$ cat src/rtl/branch_predict_btb_if.sv
// Fetch/resolve/flush bundle between the pipeline and the branch target buffer.
// The pipeline drives requests and outcomes; the BTB returns predictions, flush and statistics.
interface branch_predict_btb_if #(
    parameter int PC_W   = 30,
    parameter int STAT_W = 16
);
    logic              if_valid;
    logic [PC_W-1:0]   if_pc;
    logic              pred_hit;
    logic              pred_taken;
    logic [PC_W-1:0]   pred_npc;

    logic              upd_valid;
    logic              upd_is_branch;
    logic [PC_W-1:0]   upd_pc;
    logic              upd_taken;
    logic [PC_W-1:0]   upd_target;
    logic              upd_pred_taken;
    logic [PC_W-1:0]   upd_pred_npc;

    logic              flush;
    logic [PC_W-1:0]   redirect_pc;
    logic [STAT_W-1:0] stat_lookups;
    logic [STAT_W-1:0] stat_mispred;

    modport master (
        output if_valid, if_pc,
        output upd_valid, upd_is_branch, upd_pc, upd_taken, upd_target,
        output upd_pred_taken, upd_pred_npc,
        input  pred_hit, pred_taken, pred_npc,
        input  flush, redirect_pc, stat_lookups, stat_mispred
    );

    modport slave (
        input  if_valid, if_pc,
        input  upd_valid, upd_is_branch, upd_pc, upd_taken, upd_target,
        input  upd_pred_taken, upd_pred_npc,
        output pred_hit, pred_taken, pred_npc,
        output flush, redirect_pc, stat_lookups, stat_mispred
    );
endinterface

$ cat src/rtl/branch_predict_btb.sv
// Direct-mapped branch target buffer with 2-bit saturating direction counters,
// same-cycle lookup, one-cycle table update and a registered mispredict flush.
module branch_predict_btb #(
    parameter int ENTRIES = 16,
    parameter int PC_W    = 30,
    parameter int DYNAMIC = 1,
    parameter int STAT_W  = 16
) (
    input logic                 clk,
    input logic                 rst,
    branch_predict_btb_if.slave bus
);
    localparam int IDX_W = $clog2(ENTRIES);
    localparam int TAG_W = PC_W - IDX_W;

    logic             tbl_valid  [ENTRIES];
    logic [TAG_W-1:0] tbl_tag    [ENTRIES];
    logic [PC_W-1:0]  tbl_target [ENTRIES];
    logic [1:0]       tbl_ctr    [ENTRIES];

    logic [IDX_W-1:0] lk_idx;
    logic [TAG_W-1:0] lk_tag;
    logic             lk_hit;
    logic             lk_taken;

    logic [IDX_W-1:0] up_idx;
    logic [TAG_W-1:0] up_tag;
    logic             up_hit;

    logic             wr_en;
    logic             wr_valid;
    logic [TAG_W-1:0] wr_tag;
    logic [PC_W-1:0]  wr_target;
    logic [1:0]       wr_ctr;

    logic [PC_W-1:0]  cnpc;
    logic             mis;

    logic              flush_q;
    logic [PC_W-1:0]   redirect_q;
    logic [STAT_W-1:0] lookups_q;
    logic [STAT_W-1:0] mispred_q;

    // The predicted direction is implied by the predicted next PC, so it is not needed here.
    logic unused_pred_taken;
    assign unused_pred_taken = bus.upd_pred_taken;

    assign lk_idx = bus.if_pc[IDX_W-1:0];
    assign lk_tag = bus.if_pc[PC_W-1:IDX_W];
    assign up_idx = bus.upd_pc[IDX_W-1:0];
    assign up_tag = bus.upd_pc[PC_W-1:IDX_W];

    always_comb begin
        lk_hit   = (DYNAMIC != 0) && bus.if_valid && tbl_valid[lk_idx]
                   && (tbl_tag[lk_idx] == lk_tag);
        lk_taken = lk_hit && tbl_ctr[lk_idx][1];
    end

    assign bus.pred_hit   = lk_hit;
    assign bus.pred_taken = lk_taken;
    assign bus.pred_npc   = lk_taken ? tbl_target[lk_idx] : bus.if_pc + PC_W'(1);

    assign up_hit = tbl_valid[up_idx] && (tbl_tag[up_idx] == up_tag);

    always_comb begin
        wr_en     = 1'b0;
        wr_valid  = tbl_valid[up_idx];
        wr_tag    = tbl_tag[up_idx];
        wr_target = tbl_target[up_idx];
        wr_ctr    = tbl_ctr[up_idx];
        if ((DYNAMIC != 0) && bus.upd_valid) begin
            if (bus.upd_is_branch) begin
                if (up_hit) begin
                    wr_en = 1'b1;
                    if (bus.upd_taken) begin
                        wr_target = bus.upd_target;
                        if (tbl_ctr[up_idx] != 2'd3) wr_ctr = tbl_ctr[up_idx] + 2'd1;
                    end else if (tbl_ctr[up_idx] != 2'd0) begin
                        wr_ctr = tbl_ctr[up_idx] - 2'd1;
                    end
                end else if (bus.upd_taken) begin
                    // Allocation silently evicts whatever aliases onto this index.
                    wr_en     = 1'b1;
                    wr_valid  = 1'b1;
                    wr_tag    = up_tag;
                    wr_target = bus.upd_target;
                    wr_ctr    = 2'd2;
                end
            end else if (up_hit) begin
                wr_en    = 1'b1;
                wr_valid = 1'b0;
            end
        end
    end

    always_ff @(posedge clk or negedge rst) begin
        if (!rst) begin
            for (int i = 0; i < ENTRIES; i++) begin
                tbl_valid[i]  <= 1'b0;
                tbl_tag[i]    <= '0;
                tbl_target[i] <= '0;
                tbl_ctr[i]    <= 2'd1;
            end
        end else if (wr_en) begin
            tbl_valid[up_idx]  <= wr_valid;
            tbl_tag[up_idx]    <= wr_tag;
            tbl_target[up_idx] <= wr_target;
            tbl_ctr[up_idx]    <= wr_ctr;
        end
    end

    // A single next-PC compare covers both wrong-direction and wrong-target cases.
    assign cnpc = (bus.upd_is_branch && bus.upd_taken) ? bus.upd_target
                                                       : bus.upd_pc + PC_W'(1);
    assign mis  = bus.upd_valid && (cnpc != bus.upd_pred_npc);

    always_ff @(posedge clk or negedge rst) begin
        if (!rst) begin
            flush_q    <= 1'b0;
            redirect_q <= '0;
            lookups_q  <= '0;
            mispred_q  <= '0;
        end else begin
            flush_q <= mis;
            if (mis) redirect_q <= cnpc;
            if (bus.if_valid && (lookups_q != '1)) lookups_q <= lookups_q + STAT_W'(1);
            if (mis && (mispred_q != '1)) mispred_q <= mispred_q + STAT_W'(1);
        end
    end

    assign bus.flush        = flush_q;
    assign bus.redirect_pc  = redirect_q;
    assign bus.stat_lookups = lookups_q;
    assign bus.stat_mispred = mispred_q;
endmodule

$ cat src/flat_wrapper.sv
// flat-port wrapper written by rule: the top's interface ports become plain ports
module branch_predict_btb_flat 
#(
    parameter int ENTRIES = 16,
    parameter int PC_W    = 30,
    parameter int DYNAMIC = 1,
    parameter int STAT_W  = 16
)
  (clk, rst, bus_if_valid, bus_if_pc, bus_upd_valid, bus_upd_is_branch, bus_upd_pc, bus_upd_taken, bus_upd_target, bus_upd_pred_taken, bus_upd_pred_npc, bus_pred_hit, bus_pred_taken, bus_pred_npc, bus_flush, bus_redirect_pc, bus_stat_lookups, bus_stat_mispred);
  branch_predict_btb_if #(.PC_W(PC_W), .STAT_W(STAT_W)) bus_i ();
  input logic clk;
  input logic rst;
  input wire logic [$bits(bus_i.if_valid)-1:0] bus_if_valid;
  input wire logic [$bits(bus_i.if_pc)-1:0] bus_if_pc;
  input wire logic [$bits(bus_i.upd_valid)-1:0] bus_upd_valid;
  input wire logic [$bits(bus_i.upd_is_branch)-1:0] bus_upd_is_branch;
  input wire logic [$bits(bus_i.upd_pc)-1:0] bus_upd_pc;
  input wire logic [$bits(bus_i.upd_taken)-1:0] bus_upd_taken;
  input wire logic [$bits(bus_i.upd_target)-1:0] bus_upd_target;
  input wire logic [$bits(bus_i.upd_pred_taken)-1:0] bus_upd_pred_taken;
  input wire logic [$bits(bus_i.upd_pred_npc)-1:0] bus_upd_pred_npc;
  output wire logic [$bits(bus_i.pred_hit)-1:0] bus_pred_hit;
  output wire logic [$bits(bus_i.pred_taken)-1:0] bus_pred_taken;
  output wire logic [$bits(bus_i.pred_npc)-1:0] bus_pred_npc;
  output wire logic [$bits(bus_i.flush)-1:0] bus_flush;
  output wire logic [$bits(bus_i.redirect_pc)-1:0] bus_redirect_pc;
  output wire logic [$bits(bus_i.stat_lookups)-1:0] bus_stat_lookups;
  output wire logic [$bits(bus_i.stat_mispred)-1:0] bus_stat_mispred;
  assign bus_i.if_valid = bus_if_valid;
  assign bus_i.if_pc = bus_if_pc;
  assign bus_i.upd_valid = bus_upd_valid;
  assign bus_i.upd_is_branch = bus_upd_is_branch;
  assign bus_i.upd_pc = bus_upd_pc;
  assign bus_i.upd_taken = bus_upd_taken;
  assign bus_i.upd_target = bus_upd_target;
  assign bus_i.upd_pred_taken = bus_upd_pred_taken;
  assign bus_i.upd_pred_npc = bus_upd_pred_npc;
  assign bus_pred_hit = bus_i.pred_hit;
  assign bus_pred_taken = bus_i.pred_taken;
  assign bus_pred_npc = bus_i.pred_npc;
  assign bus_flush = bus_i.flush;
  assign bus_redirect_pc = bus_i.redirect_pc;
  assign bus_stat_lookups = bus_i.stat_lookups;
  assign bus_stat_mispred = bus_i.stat_mispred;
  branch_predict_btb #(.ENTRIES(ENTRIES), .PC_W(PC_W), .DYNAMIC(DYNAMIC), .STAT_W(STAT_W)) u_core (.clk(clk), .rst(rst), .bus(bus_i));
endmodule
$ cat config.mk
export PLATFORM = sky130hd
export DESIGN_NAME = branch_predict_btb_flat
export DESIGN_NICKNAME = d
export VERILOG_FILES = /design/src/rtl/branch_predict_btb_if.sv /design/src/rtl/branch_predict_btb.sv /design/src/flat_wrapper.sv
export SDC_FILE = /design/constraint.sdc
export NUM_CORES = 2
export LEC_CHECK = 0
export CORE_ASPECT_RATIO = 0.75
export CORE_MARGIN = 5
export CORE_UTILIZATION = 60
export CTS_CLUSTER_DIAMETER = 40
export DETAILED_ROUTE_END_ITERATION = 7
export PLACE_DENSITY = 0.79
export SYNTH_ARGS = -nofsm -noshare
export SYNTH_HDL_FRONTEND = slang
export SYNTH_SLANG_ARGS = --single-unit
$ cat constraint.sdc
create_clock -name clk -period 7.7 [get_ports clk]
set_input_delay 1.155 -clock clk [delete_from_list [all_inputs] [get_ports clk]]
set_output_delay 1.155 -clock clk [all_outputs]
set_load 0.03 [all_outputs]
# [After elaboration in Yosys (flattened, before gate mapping)]
# Index checks and enable logic that the tools add are counted.
# W data, S select, Z words.
[op_classes] n_eq_ne=6 magnitude_cmp=3 muxes=62 n_bitwise=2 add_sub_neg=6 n_reduce_logical=10
[op_table] op="$bwmux W480" n=1
[op_table] op="$bwmux W416" n=1
[op_table] op="$mux W30" n=10
[op_table] op="$bmux W30 S4" n=2
[op_table] op="$mux W26" n=9
[op_table] op="$bmux W26 S4" n=2
[op_table] op="$demux W30 S4" n=1
[op_table] op="$demux W26 S4" n=1
[op_table] op="$add A30 B1 Y30 const B" n=2
[op_table] op="$eq A26 B26 Y1" n=2
[op_table] op="$add A16 B1 Y16 const B" n=2
[op_table] op="$bwmux W32" n=1
[op_table] op="$ne A16 B16 Y1 const B" n=2
[op_table] op="$ne A30 B30 Y1" n=1
[op_table] op="$mux W2" n=12
[op_table] op="$bmux W2 S4" n=2
[op_table] op="$bwmux W16" n=1
[op_table] op="$mux W1" n=15
[op_table] op="$ge A5 B5 Y1 const B" n=2
[op_table] op="$not A4 Y5" n=2
[op_table] op="$logic_and A1 B1 Y1" n=9
[op_table] op="$bmux W1 S4" n=2
[op_table] op="$demux W2 S4" n=1
[op_table] op="$lt A5 B1 Y1 const B" n=1
[op_table] op="other kinds (5)" n=5
[word_totals] reg_bits=1007 out_inout_bits=95

# [Logic depth before layout (Yosys ltp)]
[logic_depth] ltp_word=11 ltp_mapped=21 depth_no_buf=11

# [Least setup slack after synthesis]
# No wires, ideal clock.
[synth_timing] path_type="input to output" startpoint="input bus_if_pc[0]" endpoint="output bus_pred_npc[0]" required_time_ns=6.545 t_arrival_ns=5.172 stages=12 setup_slack_ns=1.373 cell_sequence="clkbuf_1 -> buf_1 -> buf_2 -> mux4_2 -> mux4_2 -> xnor2_1 -> nand3_1 -> or4_1 -> inv_1 -> nand2_1 -> clkbuf_1 -> mux2i_1"
[synth_via] elab_chain_cells=8 word_cells_on_any_way=19 classes_between="add/sub (1); eq/ne (1); mux (13); bitwise (1); reduce/logical (3)"
[synth_lines] element="start, declared" line="flat_wrapper.sv:14" text="input wire logic [$bits(bus_i.if_pc)-1:0] bus_if_pc;"
[synth_lines] element="$not A4 Y5 (implied by the code) (*)" line="branch_predict_btb.sv:54, branch_predict_btb.sv:55"
[synth_lines] element="$bmux W26 S4 / $bmux W1 S4 (equally long branches)" line="branch_predict_btb.sv:55, branch_predict_btb.sv:54"
[synth_lines] element="$mux W26 (implied by the code) / $mux W1 (equally long branches) (2 in series)" line="branch_predict_btb.sv:55, branch_predict_btb.sv:54"
[synth_lines] element="$eq A26 B26 Y1 / $logic_and A1 B1 Y1 (equally long branches)" line="branch_predict_btb.sv:55, branch_predict_btb.sv:54"
[synth_lines] element="$logic_and A1 B1 Y1 (*)" line="branch_predict_btb.sv:55" text="&& (tbl_tag[lk_idx] == lk_tag);"
[synth_lines] element="net bus_pred_hit" line="flat_wrapper.sv:22" text="output wire logic [$bits(bus_i.pred_hit)-1:0] bus_pred_hit;"
[synth_lines] element="$logic_and A1 B1 Y1 (*)" line="branch_predict_btb.sv:56" text="lk_taken = lk_hit && tbl_ctr[lk_idx][1];"
[synth_lines] element="$mux W30 (*)" line="branch_predict_btb.sv:61" text="assign bus.pred_npc = lk_taken ? tbl_target[lk_idx] : bus.if_pc + PC_W'(1);"
[synth_lines] element="end, declared" line="flat_wrapper.sv:24" text="output wire logic [$bits(bus_i.pred_npc)-1:0] bus_pred_npc;"
# The timed path passes the listed nets; every way through them passes the cells marked *. The select of a mux whose other input is x is not followed.

# [Worst setup path in the final report]
[layout_timing] startpoint="input bus_if_pc[0]" endpoint="output bus_pred_taken"
[layout_via] elab_chain_cells=7 word_cells_on_any_way=14 classes_between="eq/ne (1); mux (9); bitwise (1); reduce/logical (3)"
[layout_lines] element="$not A4 Y5 (implied by the code) (*)" line="branch_predict_btb.sv:54, branch_predict_btb.sv:55, branch_predict_btb.sv:56"
[layout_lines] element="$bmux W26 S4 / $bmux W1 S4 (equally long branches)" line="branch_predict_btb.sv:55, branch_predict_btb.sv:54"
[layout_lines] element="$mux W26 (implied by the code) / $mux W1 (equally long branches) (2 in series)" line="branch_predict_btb.sv:55, branch_predict_btb.sv:54"
[layout_lines] element="$eq A26 B26 Y1 / $logic_and A1 B1 Y1 (equally long branches)" line="branch_predict_btb.sv:55, branch_predict_btb.sv:54"
[layout_lines] element="$logic_and A1 B1 Y1" line="branch_predict_btb.sv:55"
[layout_lines] element="$logic_and A1 B1 Y1 (*)" line="branch_predict_btb.sv:56"
[layout_lines] element="end, declared" line="flat_wrapper.sv:23" text="output wire logic [$bits(bus_i.pred_taken)-1:0] bus_pred_taken;"
# Mark *: on every way between the ends. The rest lies on a longest branch, timed or not. The select of a mux whose other input is x is not followed.

==> results.py <==
metrics = {
    "status": {
        "status": "complete, no violations",
    },
    "global_routing": {
        "grt_pass1_vias": 38300,
        "gr-total-overflow": 0,
        "antenna_found_initial": 9,
        "grt_pass1_wl_mm": 257,
        "grtUsageTotal": 0.347,
        "grt_max_degree": 171,
    },
    "min_path": {
        "hp-class": "register to register",
    },
    "timing": {
        "period_minus_slack_ns": 6.83,
        "setup_viol": 0,
        "timing.final.crit_share": 0.887,
        "skew_ns": 0.0385,
        "final-hold-violation-count": 0,
        "tightest_slew_ns": 1.27,
        "slew-limit-headroom": 0.142,
        "slew_viol_final": 0,
        "max_freq_mhz": 146,
        "rsz0062_at_grt": "no",
        "finalSetupTns_ns": 0,
    },
    "floorplanning": {
        "rows": 97,
        "pin_count": 222,
        "die_h_um": 276,
        "coreArea_um2": 93500,
        "fp.dieW_um": 364,
        "dieArea_um2": 100000,
        "initial_core_util": 0.604,
    },
    "yosys": {
        "async_reset_ff_frac": 1.00,
        "ys_ff_latch": 1007,
        "syn_nets": 3948,
        "synthFlopType": "dfrtp_1",
        "syn_area_um2": 56500,
        "ys_seq_area_frac": 0.447,
        "synth-edff-count": 0,
        "syn_inst": 3814,
        "synth_top_area_share": 0.439,
        "yosysUniqueCellTypes": 77,
        "synth.top_cells.by_area": "dfrtp_1 (44%), mux4_2 (21%), mux2_2 (19%)",
        "yosys_warnings": 0,
        "synth_top_area_cell": "dfrtp_1",
        "avgSynthCellArea_um2": 14.8,
    },
    "layout": {
        "final_cell_mix": "dfrtp_1 (991), mux2_2 (928), mux4_2 (526)",
        "drive_above_1_share": 0.463,
        "nNetsFinal": 4067,
        "final_common_cell": "dfrtp_1",
        "synthToLayoutAreaGrowth_pct": 13.9,
        "post-route-util": 0.688,
    },
    "power": {
        "power.density_nw_per_um2": 214,
        "irDropWorstVdd_mv": 0.190,
        "p_leak_nw": 28.7,
    },
    "worst_setup_path": {
        "critPathArrivalTime_ns": 5.67,
        "cp_slowest_cell": "clkdlybuf4s50_1",
        "cpPeakStageDelay_ns": 0.66,
        "worstPathMaxFanout": 32,
        "worstPathBufferInverterCount": 6,
        "path_cells": "buf_8, buf_4, mux4_2, mux4_2, xor2_1, nor4_1, nand4_1, or4_1, inv_1, nand2_2, buf_4, inv_1, clkdlybuf4s50_1",
        "critPathTopFamily": "buffers and inverters",
        "crit_type": "input port to output pin",
        "critPathCaptureType": "output pin",
        "crit_required_ns": 6.55,
        "critPathLaunchType": "input port",
    },
    "route": {
        "drt-initial-drc-count": 4934,
        "postRouteAntennaNets": 0,
        "avgRoutedWirePerCell_um": 32.7,
        "drc": 0,
        "totalWireLength_mm": 173,
        "num_vias": 37900,
        "via_per_inst": 7.18,
        "first_pass_iters": 6,
    },
    "run": {
        "maxCapViolCount": 0,
    },
    "clock_network": {
        "path_clk_slew_ns": 0.06,
        "htree_levels": 3,
        "cts_tree": "yes",
        "cts.root.buffer_cell": "clkbuf_16",
        "cts_buffer_depth": 3,
        "clock_latency_ns": 0.72,
        "postCtsSetupBuffers": 0,
        "cts-buffers-inserted": 119,
        "post_cts_resize_count": 0,
        "postCtsHoldBufs": 0,
        "clock_sinks": 1007,
    },
    "placed_design": {
        "dp_hpwl_mm": 109,
        "gp_congestion": 0.937,
        "io_buffers": 220,
    },
}
==> worst paths after layout <==
kind	cells after the start	to	startpoint	slack [ns]
worst max register to register	12	u_core.tbl_ctr[9]	u_core.tbl_tag[87]	2.91
max in group asynchronous	2	u_core.tbl_target[156]	rst	5.63
worst min-delay path	1	u_core.bus.redirect_pc[12]	u_core.bus.redirect_pc[12]	0.48
worst min register to register	1	u_core.bus.redirect_pc[12]	u_core.bus.redirect_pc[12]	0.48
min in group asynchronous	1	u_core.bus.stat_lookups[9]	rst	0.52
worst max-delay path	13	bus_pred_taken	bus_if_pc[0]	0.87
==> layout make-up <==
cell class | instances | area [um2]
Timing Repair Buffer | 346 | 3660
Tap cell | 1237 | 1550
Inverter | 32 | 120
Clock inverter | 71 | 910
Antenna cell | 6 | 15.0
Clock buffer | 153 | 3280
Multi-Input combinational cell | 2427 | 29600
Sequential cell | 1007 | 25200
Fill cell | 6295 | 29100
==> cell families after synthesis <==
family / after synthesis / synth area share
simple gates: 412 / 0.0387
mux: 1655 / 0.433
compound gates: 194 / 0.0240
buf+inv: 380 / 0.0317
flops: 1007 / 0.447
fa+ha+maj: 8 / 0.00173
xor+xnor: 158 / 0.0245
==> worst register-to-register path, delay by kind of cell, from the launching register on <==
| family | cells | cell delay (ns) |
|---|---|---|
| xor gates and xnor gates | 1 | 0.20 |
| DFF | 1 | 0.40 |
| and+or+nand+nor | 4 | 1.54 |
| AOI/OAI and AO/OA | 2 | 0.48 |
| muxes | 3 | 1.41 |
| buffers and inverters | 2 | 0.62 |
==> power by group <==
part	switching, W	total, W	internal, W
registers	0.000267	0.00587	0.00561
clock network	0.00243	0.00595	0.00352
logic	0.00107	0.00197	0.000899
==> per-stage QoR <==
step | std cells | setup slack [ns] | cell area [um2] | total power (W) | hold WS (ns)
floorplan | 3814 | 1.37 | 56500 | 0.00709 | 0.470
global placement | 5049 | 0.938 | 60100 | 0.00784 | 0.459
detailed placement | 5049 | 0.907 | 60100 | 0.00789 | 0.473
CTS | 5273 | 0.897 | 64300 | 0.0138 | 0.486
global route | 5273 | 0.747 | 64300 | 0.0142 | 0.497
finish | 5279 | 0.872 | 64300 | 0.0138 | 0.478
==> Yosys cell counts, types with 7 or more instances <==
cell type  count
a211oi_1      11
a21o_1         7
a21oi_1       25
a22oi_1       48
and2_1         8
and3_1        22
buf_1         41
buf_2        102
buf_4         34
buf_6         14
clkbuf_1     156
dfrtp_1      991
dfstp_2       16
ha_1           7
inv_1         32
mux2_1       111
mux2_2       928
mux2i_1       90
mux4_2       526
nand2_1      122
nand2b_1      10
nand3_1       52
nand4_1       30
nor2_1        66
nor2b_1        9
nor3_1        22
nor3_2        11
nor4_1        22
o21ai_0       37
o31ai_1        9
or3_1          8
xnor2_1       96
xor2_1        62
==> layer usage <==
layer / wire length [um] / track usage / up-vias
met5: 27 / 0 / -
met4: 9100 / 0.156 / 4
met3: 21200 / 0.110 / 503
met2: 75600 / 0.508 / 2322
met1: 66800 / 0.482 / 20100
li1: - / - / 15000
==> flip-flops by register name, summed over array words and instances (netlist names) <==
signal / flops
u_core.bus.redirect_pc: 30
u_core.tbl_ctr: 32
u_core.bus.stat_mispred: 16
u_core.tbl_target: 480
u_core.bus.stat_lookups: 16
u_core.tbl_tag: 416
u_core.tbl_valid: 16
u_core.bus.flush: 1
No activity file was read; power rests on OpenSTA's default activity.
